## src/rtl/mem_arbiter_if.sv

```systemverilog
// Shared-memory arbiter bundle: fetch port, data port and the single memory port.
// slave = arbiter side, master = requesters plus memory (the bench side).
interface mem_arbiter_if #(
    parameter int ADDR_W = 32,
    parameter int DATA_W = 32
);
    logic              i_req;
    logic [ADDR_W-1:0] i_addr;
    logic [DATA_W-1:0] i_rdata;
    logic              i_ack;

    logic              d_req;
    logic              d_we;
    logic [ADDR_W-1:0] d_addr;
    logic [DATA_W-1:0] d_wdata;
    logic [DATA_W-1:0] d_rdata;
    logic              d_ack;

    logic              mem_req;
    logic              mem_we;
    logic [ADDR_W-1:0] mem_addr;
    logic [DATA_W-1:0] mem_wdata;
    logic [DATA_W-1:0] mem_rdata;
    logic              mem_ack;

    logic              err;
    logic              busy;

    modport slave (
        input  i_req, i_addr,
        output i_rdata, i_ack,
        input  d_req, d_we, d_addr, d_wdata,
        output d_rdata, d_ack,
        output mem_req, mem_we, mem_addr, mem_wdata,
        input  mem_rdata, mem_ack,
        output err, busy
    );

    modport master (
        output i_req, i_addr,
        input  i_rdata, i_ack,
        output d_req, d_we, d_addr, d_wdata,
        input  d_rdata, d_ack,
        input  mem_req, mem_we, mem_addr, mem_wdata,
        output mem_rdata, mem_ack,
        input  err, busy
    );
endinterface

```

## src/rtl/mem_arbiter.sv

```systemverilog
// Fetch/data arbiter onto one shared memory port; data wins unless fetch is starved, busy cycles are time-limited.
// Grant -> mem_req next cycle, acks combinational with mem_ack; requesters are backpressured by holding req until ack.
module mem_arbiter #(
    parameter int ADDR_W       = 32,
    parameter int DATA_W       = 32,
    parameter int STARVE_LIMIT = 3,
    parameter int TIMEOUT      = 15
) (
    input  logic         clock,
    input  logic         reset,
    mem_arbiter_if.slave bus
);
    localparam int SW = (STARVE_LIMIT < 1) ? 1 : $clog2(STARVE_LIMIT + 1);
    localparam int TW = (TIMEOUT < 2) ? 1 : $clog2(TIMEOUT);

    typedef enum logic [1:0] {
        IDLE   = 2'd0,
        BUSY_I = 2'd1,
        BUSY_D = 2'd2
    } state_t;

    state_t            r_state;
    logic [SW-1:0]     r_starve_cnt;
    logic [TW-1:0]     r_tmo_cnt;
    logic              r_mem_req;
    logic              r_mem_we;
    logic [ADDR_W-1:0] r_mem_addr;
    logic [DATA_W-1:0] r_mem_wdata;

    state_t            w_next_state;
    logic              w_busy;
    logic              w_tmo_hit;
    logic              w_done;
    logic              w_cand_i;
    logic              w_cand_d;
    logic              w_starved;
    logic              w_grant_i;
    logic              w_grant_d;
    logic              w_live;
    logic              w_i_ack;
    logic              w_d_ack;
    logic              w_err;
    logic [DATA_W-1:0] w_i_rdata;
    logic [DATA_W-1:0] w_d_rdata;

    // The port being acked this cycle is excluded: its req is still the old, already-served level.
    always_comb begin
        w_busy       = (r_state != IDLE);
        w_tmo_hit    = w_busy && !bus.mem_ack && (r_tmo_cnt == TW'(TIMEOUT - 1));
        w_done       = w_busy && (bus.mem_ack || w_tmo_hit);
        w_cand_i     = bus.i_req && ((r_state == IDLE) || ((r_state == BUSY_D) && w_done));
        w_cand_d     = bus.d_req && ((r_state == IDLE) || ((r_state == BUSY_I) && w_done));
        w_starved    = (r_starve_cnt == SW'(STARVE_LIMIT));
        w_grant_i    = w_cand_i && (!w_cand_d || w_starved);
        w_grant_d    = w_cand_d && !w_grant_i;
        w_next_state = r_state;
        if (w_grant_i) begin
            w_next_state = BUSY_I;
        end else if (w_grant_d) begin
            w_next_state = BUSY_D;
        end else if (w_done) begin
            w_next_state = IDLE;
        end
    end

    // Reset in flight must swallow any ack that memory happens to return in that cycle.
    always_comb begin
        w_live    = !reset;
        w_i_ack   = w_live && (r_state == BUSY_I) && w_done;
        w_d_ack   = w_live && (r_state == BUSY_D) && w_done;
        w_err     = w_live && w_tmo_hit;
        w_i_rdata = '0;
        w_d_rdata = '0;
        if (w_live && (r_state == BUSY_I) && bus.mem_ack) begin
            w_i_rdata = bus.mem_rdata;
        end
        if (w_live && (r_state == BUSY_D) && bus.mem_ack && !r_mem_we) begin
            w_d_rdata = bus.mem_rdata;
        end
    end

    always_ff @(posedge clock) begin
        if (reset) begin
            r_state      <= IDLE;
            r_starve_cnt <= '0;
            r_tmo_cnt    <= '0;
            r_mem_req    <= 1'b0;
            r_mem_we     <= 1'b0;
            r_mem_addr   <= '0;
            r_mem_wdata  <= '0;
        end else begin
            r_state <= w_next_state;
            if (w_grant_i) begin
                r_starve_cnt <= '0;
                r_tmo_cnt    <= '0;
                r_mem_req    <= 1'b1;
                r_mem_we     <= 1'b0;
                r_mem_addr   <= bus.i_addr;
                r_mem_wdata  <= '0;
            end else if (w_grant_d) begin
                if (!bus.i_req) begin
                    r_starve_cnt <= '0;
                end else if (!w_starved) begin
                    r_starve_cnt <= r_starve_cnt + SW'(1);
                end
                r_tmo_cnt   <= '0;
                r_mem_req   <= 1'b1;
                r_mem_we    <= bus.d_we;
                r_mem_addr  <= bus.d_addr;
                r_mem_wdata <= bus.d_wdata;
            end else if (w_done) begin
                r_mem_req <= 1'b0;
            end else if (w_busy) begin
                r_tmo_cnt <= r_tmo_cnt + TW'(1);
            end
        end
    end

    assign bus.i_ack     = w_i_ack;
    assign bus.d_ack     = w_d_ack;
    assign bus.i_rdata   = w_i_rdata;
    assign bus.d_rdata   = w_d_rdata;
    assign bus.err       = w_err;
    assign bus.busy      = w_busy;
    assign bus.mem_req   = r_mem_req;
    assign bus.mem_we    = r_mem_we;
    assign bus.mem_addr  = r_mem_addr;
    assign bus.mem_wdata = r_mem_wdata;
endmodule

```

## src/flat_wrapper.sv

```systemverilog
// flat-port wrapper written by rule: the top's interface ports become plain ports
module mem_arbiter_flat 
#(
    parameter int ADDR_W       = 32,
    parameter int DATA_W       = 32,
    parameter int STARVE_LIMIT = 3,
    parameter int TIMEOUT      = 15
)
  (clock, reset, bus_i_req, bus_i_addr, bus_i_rdata, bus_i_ack, bus_d_req, bus_d_we, bus_d_addr, bus_d_wdata, bus_d_rdata, bus_d_ack, bus_mem_req, bus_mem_we, bus_mem_addr, bus_mem_wdata, bus_mem_rdata, bus_mem_ack, bus_err, bus_busy);
  mem_arbiter_if #(.ADDR_W(ADDR_W), .DATA_W(DATA_W)) bus_i ();
  input  logic clock;
  input  logic reset;
  input wire logic [$bits(bus_i.i_req)-1:0] bus_i_req;
  input wire logic [$bits(bus_i.i_addr)-1:0] bus_i_addr;
  output wire logic [$bits(bus_i.i_rdata)-1:0] bus_i_rdata;
  output wire logic [$bits(bus_i.i_ack)-1:0] bus_i_ack;
  input wire logic [$bits(bus_i.d_req)-1:0] bus_d_req;
  input wire logic [$bits(bus_i.d_we)-1:0] bus_d_we;
  input wire logic [$bits(bus_i.d_addr)-1:0] bus_d_addr;
  input wire logic [$bits(bus_i.d_wdata)-1:0] bus_d_wdata;
  output wire logic [$bits(bus_i.d_rdata)-1:0] bus_d_rdata;
  output wire logic [$bits(bus_i.d_ack)-1:0] bus_d_ack;
  output wire logic [$bits(bus_i.mem_req)-1:0] bus_mem_req;
  output wire logic [$bits(bus_i.mem_we)-1:0] bus_mem_we;
  output wire logic [$bits(bus_i.mem_addr)-1:0] bus_mem_addr;
  output wire logic [$bits(bus_i.mem_wdata)-1:0] bus_mem_wdata;
  input wire logic [$bits(bus_i.mem_rdata)-1:0] bus_mem_rdata;
  input wire logic [$bits(bus_i.mem_ack)-1:0] bus_mem_ack;
  output wire logic [$bits(bus_i.err)-1:0] bus_err;
  output wire logic [$bits(bus_i.busy)-1:0] bus_busy;
  assign bus_i.i_req = bus_i_req;
  assign bus_i.i_addr = bus_i_addr;
  assign bus_i_rdata = bus_i.i_rdata;
  assign bus_i_ack = bus_i.i_ack;
  assign bus_i.d_req = bus_d_req;
  assign bus_i.d_we = bus_d_we;
  assign bus_i.d_addr = bus_d_addr;
  assign bus_i.d_wdata = bus_d_wdata;
  assign bus_d_rdata = bus_i.d_rdata;
  assign bus_d_ack = bus_i.d_ack;
  assign bus_mem_req = bus_i.mem_req;
  assign bus_mem_we = bus_i.mem_we;
  assign bus_mem_addr = bus_i.mem_addr;
  assign bus_mem_wdata = bus_i.mem_wdata;
  assign bus_i.mem_rdata = bus_mem_rdata;
  assign bus_i.mem_ack = bus_mem_ack;
  assign bus_err = bus_i.err;
  assign bus_busy = bus_i.busy;
  mem_arbiter #(.ADDR_W(ADDR_W), .DATA_W(DATA_W), .STARVE_LIMIT(STARVE_LIMIT), .TIMEOUT(TIMEOUT)) u_core (.clock(clock), .reset(reset), .bus(bus_i));
endmodule
```

## config.mk

```make
export PLATFORM = sky130hd
export DESIGN_NAME = mem_arbiter_flat
export DESIGN_NICKNAME = d
export VERILOG_FILES = /design/src/rtl/mem_arbiter_if.sv /design/src/rtl/mem_arbiter.sv /design/src/flat_wrapper.sv
export SDC_FILE = /design/constraint.sdc
export NUM_CORES = 1
export LEC_CHECK = 0
export ABC_AREA = 1
export CORE_MARGIN = 5
export CORE_UTILIZATION = 38
export CTS_CLUSTER_SIZE = 20
export DETAILED_ROUTE_END_ITERATION = 10
export GPL_ROUTABILITY_DRIVEN = 0
export PLACE_DENSITY = 0.82
export SLEW_MARGIN = 10
export SYNTH_ARGS = -nofsm -noshare
export SYNTH_HDL_FRONTEND = slang
export SYNTH_SLANG_ARGS = --single-unit
```

## constraint.sdc

```tcl
create_clock -name clock -period 2.23 [get_ports clock]
set_input_delay 0.446 -clock clock [delete_from_list [all_inputs] [get_ports clock]]
set_output_delay 0.446 -clock clock [all_outputs]
set_load 0.02 [all_outputs]
```

# Word level (Yosys, flattened, before mapping)
# Cells that the tools add are included.
[word_totals]
out_inout_bits = 134
inputBits = 134
wordCells = 63
regBits = 74
[classes]
reduce_logical = 35
bitwise_logic = 1
add_sub_neg = 2
mux = 12
eq_ne = 5
[op_table]
columns = ["operator", "n"]
rows = [
  ["$mux 32", 4],
  ["$logic_and 1x1->1", 17],
  ["$mux 2", 4],
  ["$reduce_bool 2->1", 3],
  ["$logic_not 1->1", 5],
  ["$add 4x1->4 const B", 1],
  ["$eq 2x2->1 const B", 2],
  ["$eq 4x4->1 const B", 1],
  ["$logic_or 1x1->1", 4],
  ["$mux 1", 4],
  ["$reduce_and 2->1", 2],
  ["$reduce_bool 3->1", 1],
  ["$reduce_or 3->1", 1],
  ["$add 2x1->2 const B", 1],
  ["$eq 2x1->1 const B", 1],
  ["$logic_not 2->1", 1],
  ["$ne 2x2->1 const B", 1],
  ["$reduce_or 2->1", 1],
  ["$not 1->1", 1],
]

# Longest topological paths before layout
[depth]
ltp_word = 15
mapped_depth = 14
depth_no_buf = 12

# Least setup slack after synthesis
# No wires, ideal clock.
[synth_path]
kind = "input to output"
from = "in bus_mem_ack"
to = "out bus_d_rdata[10]"
n_path_buf = 1
arrival_ns = 1.264
setup_slack_ns = 0.520
stages = 5
required_ns = 1.784
path_cell_list = "inv_1 > nor2_1 > nand3_1 > clkbuf_1 > nor2_1"
[synth_via]
elab_chain_len = 3
[synth_rtl]
columns = ["element", "line_no", "rtl"]
rows = [
  ["start: declaration", "flat_wrapper.sv:28", "input wire logic [$bits(bus_i.mem_ack)-1:0] bus_mem_ack;"],
  ["$logic_and 1x1->1 (2 in a row)", "mem_arbiter.sv:77", "if (w_live && (r_state == BUSY_D) && bus.mem_ack && !r_mem_we) begin"],
  ["$mux 32", "mem_arbiter.sv:77", ""],
  ["end: declaration", "flat_wrapper.sv:21", "output wire logic [$bits(bus_i.d_rdata)-1:0] bus_d_rdata;"],
]
# No other way between the ends.

# Worst setup path after layout
[layout_path]
from = "in bus_mem_ack"
to = "out bus_i_rdata[28]"
[layout_via]
elab_chain_len = 2
[layout_rtl]
columns = ["element", "line_no", "rtl"]
rows = [
  ["$logic_and 1x1->1", "mem_arbiter.sv:74", "if (w_live && (r_state == BUSY_I) && bus.mem_ack) begin"],
  ["$mux 32", "mem_arbiter.sv:74", ""],
  ["end: declaration", "flat_wrapper.sv:15", "output wire logic [$bits(bus_i.i_rdata)-1:0] bus_i_rdata;"],
]
# No other way between the ends.

==> metrics.md <==
| Metric | Value |
|---|---|
| Max Clock Freq | 469 MHz |
| Final Max Tran Viols | 0 |
| CP Capture Type | primary output |
| Comb pwr share | 34.5% |
| Max cap viols | 0 |
| Buffers added on ports | 267 |
| Syn nets | 848 |
| Initial Util | 38.3% |
| Crit share post-route | 95.7% |
| RSZ-0062 raised after global routing | false |
| Total power | 4320 uW |
| Slowest-stage cell, CP | clkdlybuf4s50_1 |
| CP Data Required Time | 1.78 ns |
| Clock root buffer | clkbuf_16 |
| Power per cell area | 597 nW/um2 |
| HP Class | reg -> reg |
| GRT Util Overall | 21.7% |
| Net Sw Power | 1340 uW |
| Internal Power | 2990 uW |
| First-pass GRT wire length | 23,200 um |
| Area of placed instances | 7250 um2 |
| Number of global-route vias before repair | 4,710 |
| Post-synthesis instance total | 711 |
| Vias | 4,999 |
| Synth area leader | dfxtp_1 |
| Clk_skew | 0.00760 ns |
| Total wire length | 15,700 um |
| Max IR drop VDD | 344 uV |
| Cell Chain, Critical Path | clkdlybuf4s50_1 > inv_1 > nor2_4 > nand2_1 > buf_12 > nor2_1 > buf_2 |
| Register area share after synthesis | 34.1% |
| CTS Buf Count | 9 |
| Reg power frac | 35.3% |
| Register bit total from synthesis | 74 |
| Setup violators final | 0 |
| Die H | 117 um |
| Clk_lat worst skew | 0.32 ns |
| Clock Pin Slew Worst Setup and Hold Paths | 0.05 ns |
| Final instance area | 7240 um2 |
| Filler instances | 1,059 |
| DR iter-0 viols | 204 |
| Most common cell after layout, fill and taps aside | clkdlybuf4s50_1 |
| Static Leakage | 0.00387 uW |
| Largest net degree at the start of global routing | 39 |
| Final setup margin | 0.0955 ns |
| Boundary Pins | 268 |
| Area fraction of the dominant cell type after synthesis | 34.1% |
| CTS Buffer Depth | 2 |
| DR vias/cell | 4.45 |
| Top area cells in the synthesized netlist | dfxtp_1 34%, nand2_1 12%, inv_1 12%, nor2_1 12%, nand3_1 11% |
| Switch share | 30.9% |
| 1st-pass router iterations | 4 |
| Status | finished clean |
| Avg Cell Area, Syn | 6.10 um2 |
| Clock share of power | 30.3% |
| Max-Slew Margin vs Limit | 72.5% |
| Layout area overhead | 66.9% |
| Nets | 1,109 |
| CTS tree | done |
| H-tree levels | 3 |
| Commonest cells after routing, fill and taps aside | 200 x clkdlybuf4s50_1, 144 x nand2_1, 143 x inv_1, 141 x nor2_1, 95 x nand3_1 |
| Synth unique cells | 23 |
| Post-DP HPWL | 12,300 um |
| Total core area | 11,300 um2 |
| CP Data Arrival Time | 1.69 ns |
| Initial antenna violation count | 5 |
| Clk sinks | 74 |
| Cell row count | 39 |
| Final antenna-violating net count | 0 |
| Syn. warnings | 0 |
| Wire per inst | 14.0 um |
| CP Class | in -> out |
| Global route overflow | 0 |
| Synth Cell Area | 4340 um2 |
| Worst-Margin Slew | 0.412 ns |
| CP max stage delay | 0.47 ns |
| Crit path max fanout | 32 |
| CP Launch Type | input port |
| Hold violation total from the final report | 0 |
| Die Wd | 117 um |
| Die area | 13,700 um2 |
| Layout cells sized above 1 | 13.2% |
| Placement Setup Slack | -0.438 ns |
| # DRC | 0 |
| Minimum clock period after layout | 2.13 ns |
==> cell families after synthesis <==
group	share of synthesized area [%]
simple gates	45.7
xor+xnor	0.202
flops	34.1
fa+ha+maj	0.865
buf+inv	17.6
compound gates	1.47
==> critical path: cells and delay by family <==
kind          cells  cell delay (ns)
simple gates      3             0.33
buf+inv           4             0.91
==> Yosys cell counts, drive strengths merged <==
library cell  number
nor2             143
nand2            147
dfxtp             74
ha                 3
a21oi              6
o211ai             1
clkbuf            12
xor2               1
o21ai              3
buf               30
nand3b            32
or2                2
inv              146
o21bai             1
nand3            110
==> timing repair <==
item	4_1_cts	5_1_grt
pin swaps	1	0
hold buffers	0	0
setup endpoints to repair	67	65
setup buffers	0	0
resized for setup	197	51
==> path summary, 6_finish.rpt <==
check                                       from  slack (ns)  depth (start not counted)                              endpoint
max reg2reg     u_core.r_tmo_cnt[0]$_SDFFE_PP0P_        0.29                         12  u_core.bus.mem_addr[29]$_SDFFE_PP0P_
max                                  bus_mem_ack         0.1                          7                       bus_i_rdata[28]
min          u_core.r_starve_cnt[1]$_SDFFE_PP0P_        0.47                          2   u_core.r_starve_cnt[1]$_SDFFE_PP0P_
min reg2reg  u_core.r_starve_cnt[1]$_SDFFE_PP0P_        0.47                          2   u_core.r_starve_cnt[1]$_SDFFE_PP0P_
==> area by class of cell <==
type	count	area (um2)	share of cell area, %
timing repair buffer	292	2640	36.5
multi-input combinational	449	2110	29.1
sequential	74	1480	20.5
inverter	146	548	7.57
clock buffer	13	260	3.59
tap	143	179	2.47
clock inverter	2	12.5	0.173
antenna	5	12.5	0.173
==> metrics by stage <==
stage | utilization, % | setup TNS (ns) | instances | hold slack (ns)
6_report | 64.0 | 0 | 1124 | 0.472
5_1_grt | 64.0 | 0 | 1124 | 0.515
4_1_cts | 65.7 | 0 | 1119 | 0.477
3_5_place_dp | 64.0 | -27.98 | 1104 | 0.470
3_3_place_gp | 64.0 | -26.17 | 1104 | 0.462
2_1_floorplan | - | 0 | 711 | 0.448
==> routing by layer <==
metal  routed length, um  track usage (%)  part of all wire, %
met2                7990             40.4                   51
met3                1560             6.94                   10
met1                5770             22.0                   37
met4                 363             9.79                  2.3
met5                   0                0                    0
==> power by group through the flow <==
stage	clock, uW	combinational [uW]	sequential, uW
finish	1310	1490	1520
global route	1420	1630	1540
CTS	1350	1510	1520
detailed placement	0	1510	1550
global placement	0	1500	1540
floorplan	0	624	1710
==> registers in the layout, summed over array words and instances (netlist names) <==
signal / cells
u_core.r_tmo_cnt: 4
u_core.r_starve_cnt: 2
u_core.bus.mem_req: 1
u_core.bus.mem_wdata: 32
u_core.r_state: 2
u_core.bus.mem_we: 1
u_core.bus.mem_addr: 32
No activity file was read; power rests on OpenSTA's default activity.
